--- src/rtl/multicycle_control.sv ---
// Multicycle control FSM: walks each instruction through FETCH/DECODE/EXEC/MEM/WB
// and decodes datapath controls from the state and the opcode/func latched in DECODE.
module multicycle_control (
  input  logic        Clk,
  input  logic        Reset,
  input  logic [31:0] Instr,
  input  logic        Zero,
  output logic        PC_sel,
  output logic        PC_LdEn,
  output logic        IR_LdEn,
  output logic        RF_WrEn,
  output logic        RF_WrData_sel,
  output logic        RF_B_sel,
  output logic        ALU_Bin_sel,
  output logic [3:0]  ALU_func,
  output logic [1:0]  ImmExt,
  output logic        Mem_WrEn,
  output logic        ByteOp,
  output logic        Illegal,
  output logic [31:0] Instr_count,
  output logic [2:0]  State
);

  typedef enum logic [2:0] {
    S_FETCH  = 3'd0,
    S_DECODE = 3'd1,
    S_EXEC   = 3'd2,
    S_MEM    = 3'd3,
    S_WB     = 3'd4
  } state_t;

  localparam logic [5:0] OP_RTYPE = 6'b100000;
  localparam logic [5:0] OP_ADDI  = 6'b110000;
  localparam logic [5:0] OP_LI    = 6'b111000;
  localparam logic [5:0] OP_ANDI  = 6'b110010;
  localparam logic [5:0] OP_ORI   = 6'b110011;
  localparam logic [5:0] OP_BEQ   = 6'b000000;
  localparam logic [5:0] OP_BNE   = 6'b000001;
  localparam logic [5:0] OP_B     = 6'b111111;
  localparam logic [5:0] OP_LW    = 6'b001111;
  localparam logic [5:0] OP_LB    = 6'b000011;
  localparam logic [5:0] OP_SW    = 6'b011111;
  localparam logic [5:0] OP_SB    = 6'b000111;

  state_t     state;
  logic [5:0] op_q;
  logic [3:0] func_q;

  logic is_rtype, is_load, is_store, is_branch, is_byte, is_zext;
  logic [3:0] alu_op;

  // Only opcode and func feed the controller; register fields go straight to the datapath.
  logic unused_instr_bits;
  assign unused_instr_bits = ^Instr[25:4];

  function automatic logic is_legal(input logic [5:0] op);
    case (op)
      OP_RTYPE, OP_ADDI, OP_LI, OP_ANDI, OP_ORI,
      OP_BEQ, OP_BNE, OP_B, OP_LW, OP_LB, OP_SW, OP_SB: is_legal = 1'b1;
      default:                                          is_legal = 1'b0;
    endcase
  endfunction

  assign is_rtype  = (op_q == OP_RTYPE);
  assign is_load   = (op_q == OP_LW) || (op_q == OP_LB);
  assign is_store  = (op_q == OP_SW) || (op_q == OP_SB);
  assign is_branch = (op_q == OP_BEQ) || (op_q == OP_BNE) || (op_q == OP_B);
  assign is_byte   = (op_q == OP_LB) || (op_q == OP_SB);
  assign is_zext   = (op_q == OP_ANDI) || (op_q == OP_ORI);

  always_comb begin
    case (op_q)
      OP_RTYPE: alu_op = func_q;
      OP_ANDI:  alu_op = 4'b0010;
      OP_ORI:   alu_op = 4'b0011;
      default:  alu_op = 4'b0000;
    endcase
  end

  always_ff @(posedge Clk) begin
    if (Reset) begin
      state       <= S_FETCH;
      op_q        <= '0;
      func_q      <= '0;
      Instr_count <= '0;
    end else begin
      if (PC_LdEn)
        Instr_count <= Instr_count + 32'd1;
      case (state)
        S_FETCH:  state <= S_DECODE;
        S_DECODE: begin
          op_q   <= Instr[31:26];
          func_q <= Instr[3:0];
          state  <= is_legal(Instr[31:26]) ? S_EXEC : S_FETCH;
        end
        S_EXEC: begin
          if (is_branch)
            state <= S_FETCH;
          else if (is_load || is_store)
            state <= S_MEM;
          else
            state <= S_WB;
        end
        S_MEM:    state <= is_store ? S_FETCH : S_WB;
        S_WB:     state <= S_FETCH;
        default:  state <= S_FETCH;
      endcase
    end
  end

  assign State = state;

  // Reset masks every control so an aborted instruction commits nothing in its last cycle.
  always_comb begin
    PC_sel        = 1'b0;
    PC_LdEn       = 1'b0;
    IR_LdEn       = 1'b0;
    RF_WrEn       = 1'b0;
    RF_WrData_sel = 1'b0;
    RF_B_sel      = 1'b0;
    ALU_Bin_sel   = 1'b0;
    ALU_func      = 4'b0000;
    ImmExt        = 2'b00;
    Mem_WrEn      = 1'b0;
    ByteOp        = 1'b0;
    Illegal       = 1'b0;
    if (!Reset) begin
      case (state)
        S_DECODE: begin
          IR_LdEn = 1'b1;
          if (!is_legal(Instr[31:26])) begin
            PC_LdEn = 1'b1;
            Illegal = 1'b1;
          end
        end
        S_EXEC: begin
          if (is_branch) begin
            ALU_func = 4'b0001;
            RF_B_sel = 1'b1;
            ImmExt   = 2'b10;
            PC_LdEn  = 1'b1;
            PC_sel   = (op_q == OP_B) || ((op_q == OP_BEQ) && Zero) ||
                       ((op_q == OP_BNE) && !Zero);
          end else if (is_load || is_store) begin
            ALU_Bin_sel = 1'b1;
            RF_B_sel    = is_store;
          end else begin
            ALU_Bin_sel = !is_rtype;
            ALU_func    = alu_op;
            ImmExt      = is_zext ? 2'b01 : 2'b00;
          end
        end
        S_MEM: begin
          ByteOp = is_byte;
          if (is_store) begin
            Mem_WrEn = 1'b1;
            PC_LdEn  = 1'b1;
          end
        end
        S_WB: begin
          RF_WrEn       = 1'b1;
          RF_WrData_sel = is_load;
          PC_LdEn       = 1'b1;
        end
        default: ;
      endcase
    end
  end

endmodule

--- config.mk ---
export PLATFORM = sky130hd
export DESIGN_NAME = multicycle_control
export DESIGN_NICKNAME = d
export VERILOG_FILES = /design/src/rtl/multicycle_control.sv
export SDC_FILE = /design/constraint.sdc
export NUM_CORES = 1
export LEC_CHECK = 0
export CELL_PAD_IN_SITES_DETAIL_PLACEMENT = 1
export CELL_PAD_IN_SITES_GLOBAL_PLACEMENT = 1
export CORE_AREA = 2 2 91 93
export CTS_CLUSTER_DIAMETER = 100
export DETAILED_ROUTE_END_ITERATION = 16
export DIE_AREA = 0 0 93 95
export PLACE_DENSITY = 0.88
export SYNTH_ARGS = -nofsm -noshare
export SYNTH_HDL_FRONTEND = slang
export SYNTH_SLANG_ARGS = --single-unit
--- constraint.sdc ---
create_clock -name Clk -period 2.5 [get_ports Clk]
set_input_delay 0.25 -clock Clk [delete_from_list [all_inputs] [get_ports Clk]]
set_output_delay 0.25 -clock Clk [all_outputs]
set_load 0.02 [all_outputs]
==> results of run 1 <==
[final cells by class]
class                      instances  share of cell area (%)
clock buffer                       7                    2.90
clock inverter                     1                   0.151
inverter                           4                   0.452
multi-input combinational        251                    43.2
sequential                        45                    27.2
tap                              105                    3.95
timing repair buffer              80                    22.1
[cell usage in the layout (no fill, tap or decap), types with 2 or more instances in the layout]
cell type,count
clkdlybuf4s50_1,50
dfxtp_1,43
a21oi_1,43
nand2_1,40
nor2_1,20
nand3_1,19
o21ai_0,17
buf_4,17
or3_1,15
or4_1,14
o31ai_1,13
nor3_1,11
nand4_1,10
and3_1,9
dlygate4sd2_1,8
clkbuf_8,7
and2_1,5
inv_1,4
nor4_1,4
nand3b_1,3
and4_1,3
clkbuf_2,3
dfxtp_2,2
xnor2_1,2
o31a_1,2
o21ba_2,2
o21a_1,2
[timing repair]
action / CTS / global route
endpoints found under the setup margin: 12 / 7
buffers inserted: 0 / 0
hold endpoints to repair: 0 / 0
resized for setup: 12 / 8
[layer usage]
metal  GRT usage [%]  vias up  part of all wire [%]  wire (um)
met1            22.4     1348                    44       3670
met5               0        -                     0          0
met4            6.74        0                   1.5        124
met3            3.75       11                   5.3        445
met2            34.8       71                    49       4140
li1                -     1320                     -          -
[power by group through the flow]
stage,clock [uW],sequential [uW],combinational [uW]
2_1_floorplan,0,768,135
3_3_place_gp,0,768,220
3_5_place_dp,0,770,228
4_1_cts,529,753,227
5_1_grt,555,757,247
6_report,519,753,227
[flip-flops by register name, indices dropped and copies added, names as in the netlist]
register and flops:
op_q 6, Instr_count 32, State 3, func_q 4
[metrics by stage]
| step | setup WS, ns | total power (uW) | util [%] | setup TNS, ns | std cells |
|---|---|---|---|---|---|
| 3_5_place_dp | -0.119 | 997 | 40.8 | -0.372 | 485 |
| 5_1_grt | -0.000176 | 1560 | 41.9 | -0.000176 | 493 |
| 2_1_floorplan | 0.256 | 903 | - | 0 | 320 |
| 6_report | 0.104 | 1500 | 41.9 | 0 | 493 |
| 4_1_cts | 0.0258 | 1510 | 41.9 | 0 | 493 |
| 3_3_place_gp | -0.0884 | 988 | 40.8 | -0.135 | 485 |
[worst min path at each step]
stage	end	from	slack (ns)	depth (start not counted)
5_1_grt	State[2]	Reset	0.20	2
4_1_cts	State[2]	Reset	0.17	2
3_5_place_dp	func_q[3]	func_q[3]	0.45	2
2_1_floorplan	func_q[2]	Instr[2]	0.39	2
6_report	State[2]	Reset	0.17	2
3_3_place_gp	func_q[2]	func_q[2]	0.44	2
[critical path, stage by stage (launching register included)]
cell and delay, ns:
dfxtp_1 0.35, or4_4 0.59, o22ai_4 0.17, a211oi_1 0.12, o21a_4 0.14, buf_4 0.22
or4_1 0.51, a21oi_1 0.20
[kinds of logic after synthesis]
group           synth area share (%)
simple gates                    35.1
xor+xnor                        1.08
buf+inv                         4.51
fa+ha+maj                      0.512
mux                            0.410
compound gates                  21.6
flops                           36.9
==> run summary, run 1 <==
status - finished clean
Clock Tree Buf Depth - 2
number of global-route vias before repair - 2808
initial core utilization - 30.8%
final routed wire length divided by cell count - 17.0 um
clock root buffer master - clkbuf_8
leading cell types by total area after synthesis - dfxtp_1 37%, a21oi_1 8.8%, nand2_1 6.1%, or4_1 4.3%, o31ai_1 4.0%
total wire length - 8390 um
switching power as a share of total power - 28.1%
Required @ worst endpoint - 2.73 ns
number of failing setup endpoints in the final timing report - 0
DR DRC count - 0
combinational group share of total power - 15.2%
transition time at the pin with the least slew margin - 0.439 ns
Flop pwr share - 50.2%
Net Switching - 421 uW
DRT iter0 DRCs - 62
detailed-router iteration count before antenna repair - 4
synthesized area - 2440 um2
layout cells sized above 1 - 9.54%
Pleak - 0.00111 uW
final count of hold timing violations - 0
total of max-cap violations - 0
synthesized area per cell - 7.64 um2
width of the chip - 93 um
Critical Path End - Instr_count[14]
sequential element share of the synthesized area - 36.9%
die boundary height - 95 um
clock tree from TritonCTS - built
standard cell core area - 7930 um2
upper clock frequency limit - 0.417 GHz
Yosys top cell area share - 36.9%
fraction of the cycle the final worst path needs - 95.8%
Filler Cell Count - 988
library cell with the largest summed area after synthesis - dfxtp_1
Rows - 33
level count of the clock H-tree - 2
worst r2r dst - Instr_count[14]
r2r worst-path depth - 7
via count normalized by instance count - 5.58
Critical Setup Path Class - reg -> reg
antenna violations before repair - 0
post-layout minimum cycle time - 2.40 ns
Commonest cells post-synth - 45 x dfxtp_1, 43 x a21oi_1, 40 x nand2_1
register bit count reported by yosys - 45
nets@finish - 423
number of input and output port buffers inserted - 63
maximum VDD drop - 0.198 mV
Layout Area Growth over Synthesis - 36.0%
Synth Net Count - 356
Distinct cells, synth - 41
most frequent cell after synthesis - dfxtp_1
clock-pin slew of the registers on the worst-case setup and hold paths - 0.09 ns
instance area at placement - 3230 um2
kind of path behind the tightest hold check - in -> reg
IO Count - 86
via count - 2750
R2R setup slack - 0.10 ns
final-report max-slew violation count - 0
multi-input logic area - 1440 um2
yosys warns - 0
Post-Syn Instances - 320
Int Power - 1080 uW
clock share of power - 34.6%
number of enable flip-flop cells after synthesis - 0
PwrDens - 451 nW/um2
HPWL after detailed placement - 5890 um
Setup Skew - 0.00862 ns
GRT Residual Overflow - 0
arrival time at the worst endpoint - 2.63 ns
number of antenna-violating nets in the routed design - 0
top fanout value on the critical path - 32
total clock buffers created by CTS - 5
area taken by flip-flops and latches - 903 um2
launch instance of the worst register-to-register path - op_q[1]
async set-reset flop share out of synthesis - 0%
first-pass GRT wire length - 13600 um
Worst setup SP type - register
clock latency on the worst-skew pair - 0.31 ns
worst relative slew slack - 70.7%
flip-flop cell with the highest count after synthesis - dfxtp_1
cts-stage hold buffer count - 0
worst setup path startpoint - op_q[1]
Total GRT Usage - 19.2%
area of the die - 8840 um2
Final Hold Slack - 0.174 ns
post-route cell area - 3320 um2
routability congestion estimate - 0.838
TritonCTS Sinks - 45
pin count of the biggest net entering global routing - 35
category of the worst setup path capture point - register
number of diodes added for antenna fixing - 0
No activity file was read; power rests on OpenSTA's default activity.
==> run 2: changes to the inputs <==
--- a/config.mk
+++ b/config.mk
@@ -7,11 +7,12 @@
 export LEC_CHECK = 0
 export CELL_PAD_IN_SITES_DETAIL_PLACEMENT = 1
 export CELL_PAD_IN_SITES_GLOBAL_PLACEMENT = 1
-export CORE_AREA = 2 2 91 93
+export CORE_AREA = 2 2 70 121
 export CTS_CLUSTER_DIAMETER = 100
 export DETAILED_ROUTE_END_ITERATION = 16
-export DIE_AREA = 0 0 93 95
-export PLACE_DENSITY = 0.88
+export DIE_AREA = 0 0 72 123
+export GPL_TIMING_DRIVEN = 0
+export PLACE_DENSITY = 0.87
 export SYNTH_ARGS = -nofsm -noshare
 export SYNTH_HDL_FRONTEND = slang
 export SYNTH_SLANG_ARGS = --single-unit
==> run 2 against run 1 <==
  * Clock power grew 51%
  * Power is 19% higher
  * First-iteration DRC count increased by 19%
  * Critical path depth rose by 2
  * Critical endpoint is now PC_LdEn
==> run summary, run 2 (synthesis results as in run 1) <==
first-pass GRT wire length - 13800 um (+1.5%)
post-layout minimum cycle time - 2.46 ns (+0.0680 ns)
worst hold start - Instr[26]
GRT Residual Overflow - 0 (unchanged)
routing usage on met3 - 2.93% (-0.82 points)
TritonCTS Sinks - 45 (unchanged)
clock-pin slew of the registers on the worst-case setup and hold paths - 0.06 ns (-0.03 ns)
routability congestion estimate - 0.912 (+8.7%)
Design Power - 1790 uW (+19%)
met1 track utilization from global routing - 20.9% (-1.6 points)
endpoint of the worst hold path - op_q[0]
GR Util met2 - 37.6% (+2.7 points)
clock tree from TritonCTS - built
cell type with the highest occurrence count on the critical path - buf_6
worst r2r dst - Instr_count[25]
Layout Area Growth over Synthesis - 39.5%
commonest non-fill, non-tap cell in the layout - clkdlybuf4s50_1
nets@finish - 428 (+1.2%)
kind of path behind the tightest hold check - in -> reg
pin count of the biggest net entering global routing - 14 (-60%)
category of the worst setup path capture point - output port
Final Hold Slack - 0.414 ns (+0.239 ns)
die boundary height - 123 um (+29%)
final-report max-slew violation count - 0 (unchanged)
Required @ worst endpoint - 2.25 ns (-0.48 ns)
cts-stage hold buffer count - 0 (unchanged)
detailed-router iteration count before antenna repair - 4 (unchanged)
Pleak - 0.00114 uW (+2.6%)
Filler Cell Count - 962 (-2.6%)
top fanout value on the critical path - 10 (-69%)
number of diodes added for antenna fixing - 0 (unchanged)
CP max-delay cell - or4_4
antenna violations before repair - 0 (unchanged)
R2R setup slack - 0.07 ns (-0.03 ns)
r2r worst-path depth - 9 (+2)
fin util - 43.1% (+1.2 points)
DR DRC count - 0 (unchanged)
PwrDens - 524 nW/um2 (+16%)
standard cell core area - 7910 um2 (-0.24%)
max reg flops - 32 (unchanged)
number of antenna-violating nets in the routed design - 0 (unchanged)
maximum VDD drop - 0.242 mV (+22%)
transition time at the pin with the least slew margin - 0.541 ns (+0.103 ns)
layout cells sized above 1 - 10.2% (+0.64 points)
clock latency on the worst-skew pair - 0.29 ns (-0.02 ns)
final count of hold timing violations - 0 (unchanged)
Rows - 43 (+30%)
Clock Tree Buf Depth - 2 (unchanged)
number of input and output port buffers inserted - 63 (unchanged)
HPWL after detailed placement - 6320 um (+7.3%)
Critical Setup Path Class - reg -> out
status - finished clean
maximum cell stage delay along the critical path - 0.52 ns (-0.07 ns)
DRT iter0 DRCs - 74 (+19%)
top flop regs - Instr_count: 32 flops, op_q: 6 flops, func_q: 4 flops
Total GRT Usage - 19.8% (+0.60 points)
clock root buffer master - clkbuf_16
commonest non-fill, non-tap cells in the layout - 48 x clkdlybuf4s50_1, 43 x dfxtp_1, 41 x a21oi_1, 40 x nand2_1, 20 x nor2_1
worst relative slew slack - 63.9% (-6.8 points)
setup repair after global routing missed its margin - true
total clock buffers created by CTS - 5 (unchanged)
fraction of the cycle the final worst path needs - 98.5% (+2.7 points)
Min-Delay Path Depth - 3 (+1)
Worst setup SP type - register
total wire length - 8430 um (+0.55%)
via count - 2781 (+1.1%)
total of max-cap violations - 0 (unchanged)
Top reg by flops - Instr_count
launch instance of the worst register-to-register path - op_q[2]
via count normalized by instance count - 5.76 (+3.2%)
arrival time at the worst endpoint - 2.21 ns (-0.42 ns)
upper clock frequency limit - 0.406 GHz (-2.8%)
width of the chip - 72 um (-23%)
number of global-route vias before repair - 2847 (+1.4%)
initial core utilization - 30.9% (+0.073 points)
area of the die - 8860 um2 (+0.24%)
final routed wire length divided by cell count - 17.5 um (+2.6%)
number of failing setup endpoints in the final timing report - 0 (unchanged)
cell breakdown of the critical path - buf_6, or4_4, o22ai_4, a211oi_1, o21a_4, buf_6, buf_6, nor2_1, buf_4
Setup Skew - 0.00552 ns (-0.00311 ns)
most utilized layer in the global route result - met2
level count of the clock H-tree - 2 (unchanged)
IO Count - 86 (unchanged)
==> run 2: how the worst max path moves through the flow <==
| stage | start | endpoint | slack, ns | depth (start not counted) |
|---|---|---|---|---|
| after floorplan | op_q[3] | PC_LdEn | 0.26 | 8 |
| after global placement | Instr[30] | PC_LdEn | -0.87 | 9 |
| after detailed placement | Instr[30] | PC_LdEn | -0.89 | 9 |
| after CTS | op_q[2] | PC_LdEn | -0.01 | 9 |
| after global routing | op_q[2] | PC_LdEn | -0.04 | 9 |
| final | op_q[2] | PC_LdEn | 0.04 | 9 |
==> run 2: stage by stage <==
stage | instances | instance area [um2] | setup TNS, ns | setup slack (ns)
floorplan | 320 | 2440 | 0 | 0.256
global placement | 473 | 3190 | -11.63 | -0.875
detailed placement | 473 | 3190 | -13.43 | -0.890
CTS | 482 | 3400 | -0.0117 | -0.0117
global route | 483 | 3410 | -0.0668 | -0.0431
finish | 483 | 3410 | 0 | 0.0365
==> run 2: what timing repair did <==
action,4_1_cts,5_1_grt
gates resized for setup,36,12
setup endpoints to repair,32,21
buffers inserted,3,2
pin swaps,3,3
==> run 2: critical path, delay by kind of cell, from the launching register on <==
family,cells,cell delay [ns]
buffers and inverters,4,0.57
AO/OA/AOI/OAI,3,0.44
flip-flops,1,0.31
AND/OR/NAND/NOR,2,0.61
==> run 2: report_power, final <==
group | switching, uW | internal [uW] | total, uW
clock network | 285 | 500 | 784
logic | 146 | 102 | 248
registers | 21.6 | 733 | 755
==> run 2: final cells by class <==
| cell class | count | area, um2 | share of cell area (%) |
|---|---|---|---|
| inverter | 4 | 15.0 | 0.441 |
| clock buffer | 7 | 143 | 4.19 |
| sequential | 45 | 906 | 26.6 |
| clock inverter | 1 | 30.0 | 0.881 |
| timing repair buffer | 68 | 637 | 18.7 |
| buffer | 17 | 100 | 2.94 |
| multi-input combinational | 251 | 1470 | 43.0 |
| tap | 90 | 113 | 3.30 |
==> run 2: layer usage <==
| layer | wire length [um] | share of wire, % |
|---|---|---|
| met4 | 260 | 3.1 |
| met5 | 0 | 0 |
| met2 | 4510 | 54 |
| met3 | 366 | 4.3 |
| met1 | 3290 | 39 |
